$ cat config.mk
export PLATFORM = sky130hd
export DESIGN_NAME = uart_word_ctrl
export DESIGN_NICKNAME = d
export VERILOG_FILES = /design/src/rtl/uart_word_ctrl.sv
export SDC_FILE = /design/constraint.sdc
export NUM_CORES = 1
export LEC_CHECK = 0
export ABC_AREA = 1
export CORE_AREA = 2 2 80 82
export DETAILED_ROUTE_END_ITERATION = 10
export DIE_AREA = 0 0 82 84
export PLACE_DENSITY = 0.79
export SLEW_MARGIN = 20
export SYNTH_ARGS = -nofsm -noshare
export SYNTH_HDL_FRONTEND = slang
export SYNTH_SLANG_ARGS = --single-unit
$ cat constraint.sdc
create_clock -name clk -period 1.25 [get_ports clk]
set_input_delay 0.25 -clock clk [delete_from_list [all_inputs] [get_ports clk]]
set_output_delay 0.25 -clock clk [all_outputs]
set_load 0.01 [all_outputs]
$ cat src/rtl/uart_word_ctrl.sv
// Word-level sequencer between the byte uart and network logic: RX byte assembly, TX word serialization.
// Optional inter-byte idle timeout on the RX side is built when UART_WORD_CTRL_RX_TIMEOUT_EN is defined.
module uart_word_ctrl #(
    parameter int unsigned WORD_BYTES = 2,
    parameter int unsigned RX_TIMEOUT = 25000
) (
    input  logic                    clk,
    input  logic                    rst,
    input  logic                    uart_new_value,
    input  logic [7:0]              uart_recvd_data,
    input  logic                    uart_error,
    input  logic                    uart_busy,
    output logic                    uart_clear,
    output logic                    uart_start,
    output logic [7:0]              uart_data,
    output logic [8*WORD_BYTES-1:0] rx_word,
    output logic                    rx_valid,
    input  logic                    rx_ready,
    input  logic [8*WORD_BYTES-1:0] tx_word,
    input  logic                    tx_valid,
    output logic                    tx_ready,
    output logic                    frame_error,
    output logic                    overrun,
    output logic                    rx_timeout
);

    localparam int unsigned W     = 8 * WORD_BYTES;
    localparam int unsigned CNT_W = (WORD_BYTES > 1) ? $clog2(WORD_BYTES) : 1;
    localparam logic [CNT_W-1:0] LAST_BYTE = CNT_W'(WORD_BYTES - 1);

    typedef enum logic {RX_IDLE, RX_ACK} rx_state_t;
    typedef enum logic [2:0] {TX_IDLE, TX_ARB, TX_START, TX_GUARD, TX_DRAIN} tx_state_t;

    rx_state_t        r_rx_state;
    logic [CNT_W-1:0] r_rx_cnt;
    logic [W-1:0]     r_asm;
    logic [W-1:0]     r_rx_word;
    logic             r_rx_valid;
    logic             r_uart_clear;
    logic             r_frame_error;
    logic             r_overrun;
    logic [W-1:0]     w_asm_next;
    logic             w_hold_free;

    tx_state_t        r_tx_state;
    logic [CNT_W-1:0] r_tx_idx;
    logic [W-1:0]     r_tx_word;
    logic [1:0]       r_guard;
    logic             r_tx_ready;
    logic             r_uart_start;
    logic [7:0]       r_uart_data;

    // Current partial word with the incoming byte dropped into its LSB-first slot
    always_comb begin
        w_asm_next = r_asm;
        w_asm_next[32'(r_rx_cnt) * 8 +: 8] = uart_recvd_data;
    end

    assign w_hold_free = !r_rx_valid || rx_ready;

`ifdef UART_WORD_CTRL_RX_TIMEOUT_EN
    localparam int unsigned TO_W = $clog2(RX_TIMEOUT + 1);
    localparam logic [TO_W-1:0] TO_LAST = TO_W'(RX_TIMEOUT - 1);
    logic [TO_W-1:0] r_to_cnt;
    logic            r_rx_timeout;
    assign rx_timeout = r_rx_timeout;
`else
    // Feature absent: output tied off
    assign rx_timeout = 1'b0 & (RX_TIMEOUT == 0);
`endif

    always_ff @(posedge clk) begin
        if (rst) begin
            r_rx_state    <= RX_IDLE;
            r_rx_cnt      <= '0;
            r_asm         <= '0;
            r_rx_word     <= '0;
            r_rx_valid    <= 1'b0;
            r_uart_clear  <= 1'b0;
            r_frame_error <= 1'b0;
            r_overrun     <= 1'b0;
`ifdef UART_WORD_CTRL_RX_TIMEOUT_EN
            r_to_cnt      <= '0;
            r_rx_timeout  <= 1'b0;
`endif
        end else begin
            r_uart_clear  <= 1'b0;
            r_frame_error <= 1'b0;
            r_overrun     <= 1'b0;
            if (r_rx_valid && rx_ready) begin
                r_rx_valid <= 1'b0;
            end
            case (r_rx_state)
                RX_IDLE: begin
                    if (uart_new_value) begin
                        r_uart_clear <= 1'b1;
                        r_rx_state   <= RX_ACK;
                        if (uart_error) begin
                            r_asm         <= '0;
                            r_rx_cnt      <= '0;
                            r_frame_error <= 1'b1;
                        end else if (r_rx_cnt == LAST_BYTE) begin
                            r_asm    <= '0;
                            r_rx_cnt <= '0;
                            if (w_hold_free) begin
                                r_rx_word  <= w_asm_next;
                                r_rx_valid <= 1'b1;
                            end else begin
                                r_overrun <= 1'b1;
                            end
                        end else begin
                            r_asm    <= w_asm_next;
                            r_rx_cnt <= r_rx_cnt + CNT_W'(1);
                        end
                    end
                end
                RX_ACK:  r_rx_state <= RX_IDLE;
                default: r_rx_state <= RX_IDLE;
            endcase
`ifdef UART_WORD_CTRL_RX_TIMEOUT_EN
            // Idle timer only runs while a partial word is pending
            r_rx_timeout <= 1'b0;
            if (r_rx_state == RX_IDLE && uart_new_value) begin
                r_to_cnt <= '0;
            end else if (r_rx_state == RX_IDLE && r_rx_cnt != '0) begin
                if (r_to_cnt == TO_LAST) begin
                    r_to_cnt     <= '0;
                    r_asm        <= '0;
                    r_rx_cnt     <= '0;
                    r_rx_timeout <= 1'b1;
                end else begin
                    r_to_cnt <= r_to_cnt + TO_W'(1);
                end
            end
`endif
        end
    end

    // TX: one byte at a time, deferring to any uart activity before each start
    always_ff @(posedge clk) begin
        if (rst) begin
            r_tx_state   <= TX_IDLE;
            r_tx_idx     <= '0;
            r_tx_word    <= '0;
            r_guard      <= '0;
            r_tx_ready   <= 1'b1;
            r_uart_start <= 1'b0;
            r_uart_data  <= '0;
        end else begin
            r_uart_start <= 1'b0;
            case (r_tx_state)
                TX_IDLE: begin
                    if (tx_valid && r_tx_ready) begin
                        r_tx_word  <= tx_word;
                        r_tx_idx   <= '0;
                        r_tx_ready <= 1'b0;
                        r_tx_state <= TX_ARB;
                    end
                end
                TX_ARB: begin
                    if (!uart_busy) begin
                        r_uart_start <= 1'b1;
                        r_uart_data  <= r_tx_word[32'(r_tx_idx) * 8 +: 8];
                        r_tx_state   <= TX_START;
                    end
                end
                TX_START: begin
                    r_guard    <= '0;
                    r_tx_state <= TX_GUARD;
                end
                TX_GUARD: begin
                    // Give the uart up to 4 cycles to raise busy
                    if (uart_busy || r_guard == 2'd3) begin
                        r_tx_state <= TX_DRAIN;
                    end else begin
                        r_guard <= r_guard + 2'd1;
                    end
                end
                TX_DRAIN: begin
                    if (!uart_busy) begin
                        if (r_tx_idx == LAST_BYTE) begin
                            r_tx_ready <= 1'b1;
                            r_tx_state <= TX_IDLE;
                        end else begin
                            r_tx_idx   <= r_tx_idx + CNT_W'(1);
                            r_tx_state <= TX_ARB;
                        end
                    end
                end
                default: r_tx_state <= TX_IDLE;
            endcase
        end
    end

    assign uart_clear  = r_uart_clear;
    assign uart_start  = r_uart_start;
    assign uart_data   = r_uart_data;
    assign rx_word     = r_rx_word;
    assign rx_valid    = r_rx_valid;
    assign tx_ready    = r_tx_ready;
    assign frame_error = r_frame_error;
    assign overrun     = r_overrun;

endmodule

==> flow_summary.yaml <==
worst_setup_path:
  critPathKind: "register to output pin"
  cp_max_fo: 2
  critical_path_buf_inv_count: 1
  required_ns: 1.00
  start_kind: "register"
  end_kind: "output pin"
  critPathMaxStageDelay_ns: 0.35
  slowest_stage: "dfxtp_1"
  crit_family: "flip-flops"
  arrival_ns: 0.96
  cp_cell_sequence: "dlygate4sd2_1"
clock_network:
  cts_made_buffers: 9
  htree_levels: 3
  postCtsHoldBufs: 0
  cts_tree: "yes"
  cts_sinks: 69
  clk_pin_slew_ns: 0.07
  insertion_delay_ns: 0.34
  clk_path_buf_depth: 2
  clock-root-buffer: "clkbuf_8"
pwr:
  irDropWorstVdd_mv: 0.826
  power_density_nw_per_um2: 1730
  post-layout-total-power_mw: 6.85
  power.leakage_nw: 1.78
logic_synthesis:
  yosys_warnings: 0
  synthesis.instances: 387
  ys_types: 29
  synth_seq_area_share_pct: 47.5
  synth_top_area_share_pct: 47.5
  yosys-top-cells-area: "dfxtp_1 (47%), nand2_1 (9.2%), nor2_1 (9.0%)"
  mappedNetlistNets: 419
  synth-seq-cells: 69
  post_synth.cell_area_avg_um2: 7.52
  yosysTopAreaCell: "dfxtp_1"
  synthesis.area_um2: 2910
route:
  drt_pass1_iterations: 4
  highest_layer: "met4"
  ant_nets: 0
  m1WireLength_mm: 3.06
  drt-initial-drc-count: 104
  viasPerCell: 4.91
  drc: 0
  met3_wirelength_um: 301
  routed-wl-met2_mm: 3.24
  avgRoutedWirePerCell_um: 12.3
  num_vias: 2673
  wl_mm: 6.69
floorplan:
  initial_core_util_pct: 47.7
  die_h_um: 84
  die_x_um: 82
  fp-row-count: 29
  core-area_um2: 6100
  ios: 62
  dieArea_um2: 6890
finish:
  nets: 494
  syn_to_final_growth_pct: 36.3
  finish.utilization_pct: 65.0
  drive_gt1_share_pct: 18.4
  diodes: 0
run_status:
  status: "complete, no violations"
sta:
  final-setup-viol-count: 0
  drv_slew: 0
  fin_ws_ns: 0.0389
  tns_ns: 0
  finalHoldViolations: 0
  fmax_mhz: 826
  post-route-min-period_ns: 1.21
  grt_setup_unrepaired: "true"
  fin_skew_ns: 0.00990
  min_period_over_period_pct: 96.9
grt:
  grt_max_degree: 22
  overflow: 0
  antenna_found_initial: 0
  grt_pass1_vias: 2627
  grt_pass1_wl_mm: 11.3
  grt_usage_pct: 21.0
place:
  finalWeightedCongestion: 0.868
  post-dp-hpwl_mm: 4.74
  io_buffers: 60
  preCtsSetupSlack_ns: -0.354
flow_run:
  maxCapViolCount: 0
min_path:
  hp-class: "primary input to register"
==> final timing paths <==
path,from,endpoint,slack [ns],depth (start not counted)
max,rx_word[5],rx_word[5],0.04,1
min,uart_busy,r_tx_state[2],0.42,5
max reg2reg,r_tx_state[0],r_tx_word[2],0.06,5
min reg2reg,r_asm[14],r_asm[14],0.43,2
==> routing by layer <==
metal | global-route usage (%) | up-vias
li1 | - | 1367
met4 | 8.64 | 0
met1 | 26.7 | 1228
met2 | 33.9 | 70
met3 | 4.55 | 8
met5 | 0 | -
==> logic make-up (layout without fill, tap and decap cells) <==
| logic type | Yosys count | count (layout) | share of synthesized area, % |
|---|---|---|---|
| flops | 69 | 69 | 47.5 |
| fa+ha+maj | 1 | 1 | 0.430 |
| compound gates | 90 | 90 | 17.2 |
| other cells | 1 | 1 | 0.129 |
| buf+inv | 62 | 142 | 9.81 |
| simple gates | 164 | 164 | 25.0 |
==> synth_stat cells (all sizes together) <==
cell    count
nand2      75
nor2       75
dfxtp      69
o21ai      61
inv        41
a21oi      29
buf        14
nand3       8
clkbuf      5
nor3        3
clkinv      2
nand4       2
conb        1
ha          1
nor3b       1
==> sequential cells by signal (all words and copies together) (netlist names) <==
name / count
r_rx_state: 1
r_tx_state: 3
r_tx_word: 16
r_tx_idx: 1
r_guard: 2
overrun: 1
uart_data: 8
r_rx_cnt: 1
uart_start: 1
tx_ready: 1
rx_word: 16
rx_valid: 1
r_asm: 16
frame_error: 1
==> placed cells by master, fill, tap and decap left out, types with 2 or more instances in the layout <==
cell | Yosys | final
nor2_1 | 70 | 65
a21oi_2 | 10 | 10
nor2_2 | 1 | 6
dlymetal6s2s_1 | 0 | 2
nand3_4 | 2 | 2
dfxtp_2 | 0 | 4
dfxtp_1 | 69 | 64
o21ai_1 | 30 | 33
buf_12 | 0 | 4
nand3_1 | 4 | 4
o21ai_0 | 28 | 23
clkdlybuf4s50_1 | 0 | 28
nor2_4 | 4 | 4
nand4_1 | 2 | 2
inv_2 | 5 | 6
o21ai_2 | 3 | 4
clkinv_2 | 1 | 4
bufinv_16 | 0 | 2
nor3_1 | 2 | 2
nand2_1 | 71 | 71
clkdlybuf4s15_1 | 0 | 7
a21oi_1 | 19 | 19
dlygate4sd2_1 | 0 | 23
inv_1 | 36 | 34
nand3_2 | 2 | 2
buf_6 | 4 | 4
buf_4 | 4 | 15
clkbuf_8 | 0 | 11
nand2_2 | 4 | 4
==> where the power goes <==
group	leakage, nW	switching (mW)	internal [mW]
combinational	1.09	1.16	0.885
sequential	0.565	0.219	2.56
clock	0.116	0.800	1.23
==> worst register-to-register path, cell delays in order (launching register included) <==
cell	delay, ns
dfxtp_2	0.36
nor2_4	0.21
nand3_4	0.13
buf_12	0.17
o21ai_0	0.16
a21oi_1	0.05
==> layout make-up <==
cell class | count | area [um2]
clock buffer | 12 | 155
clock inverter | 4 | 70.1
fill | 507 | 2130
inverter | 43 | 169
multi-input combinational | 256 | 1270
sequential | 69 | 1390
tap | 77 | 96.3
timing repair buffer | 83 | 815
==> what timing repair did <==
item                       in CTS  in global routing
hold endpoints to repair        0                  0
setup buffers                   1                  0
setup endpoints to repair      43                 47
gates resized for setup        35                 32
cloned                          0                  0
pin swaps                       1                  6
==> per-stage QoR <==
step                std cells  instance area [um2]  hold slack [ns]
finish                    544                 3970            0.418
global route              544                 3970            0.437
CTS                       544                 3900            0.433
detailed placement        527                 3700            0.422
global placement          527                 3700            0.419
floorplan                 387                 2910            0.393
No activity file was read; power rests on OpenSTA's default activity.
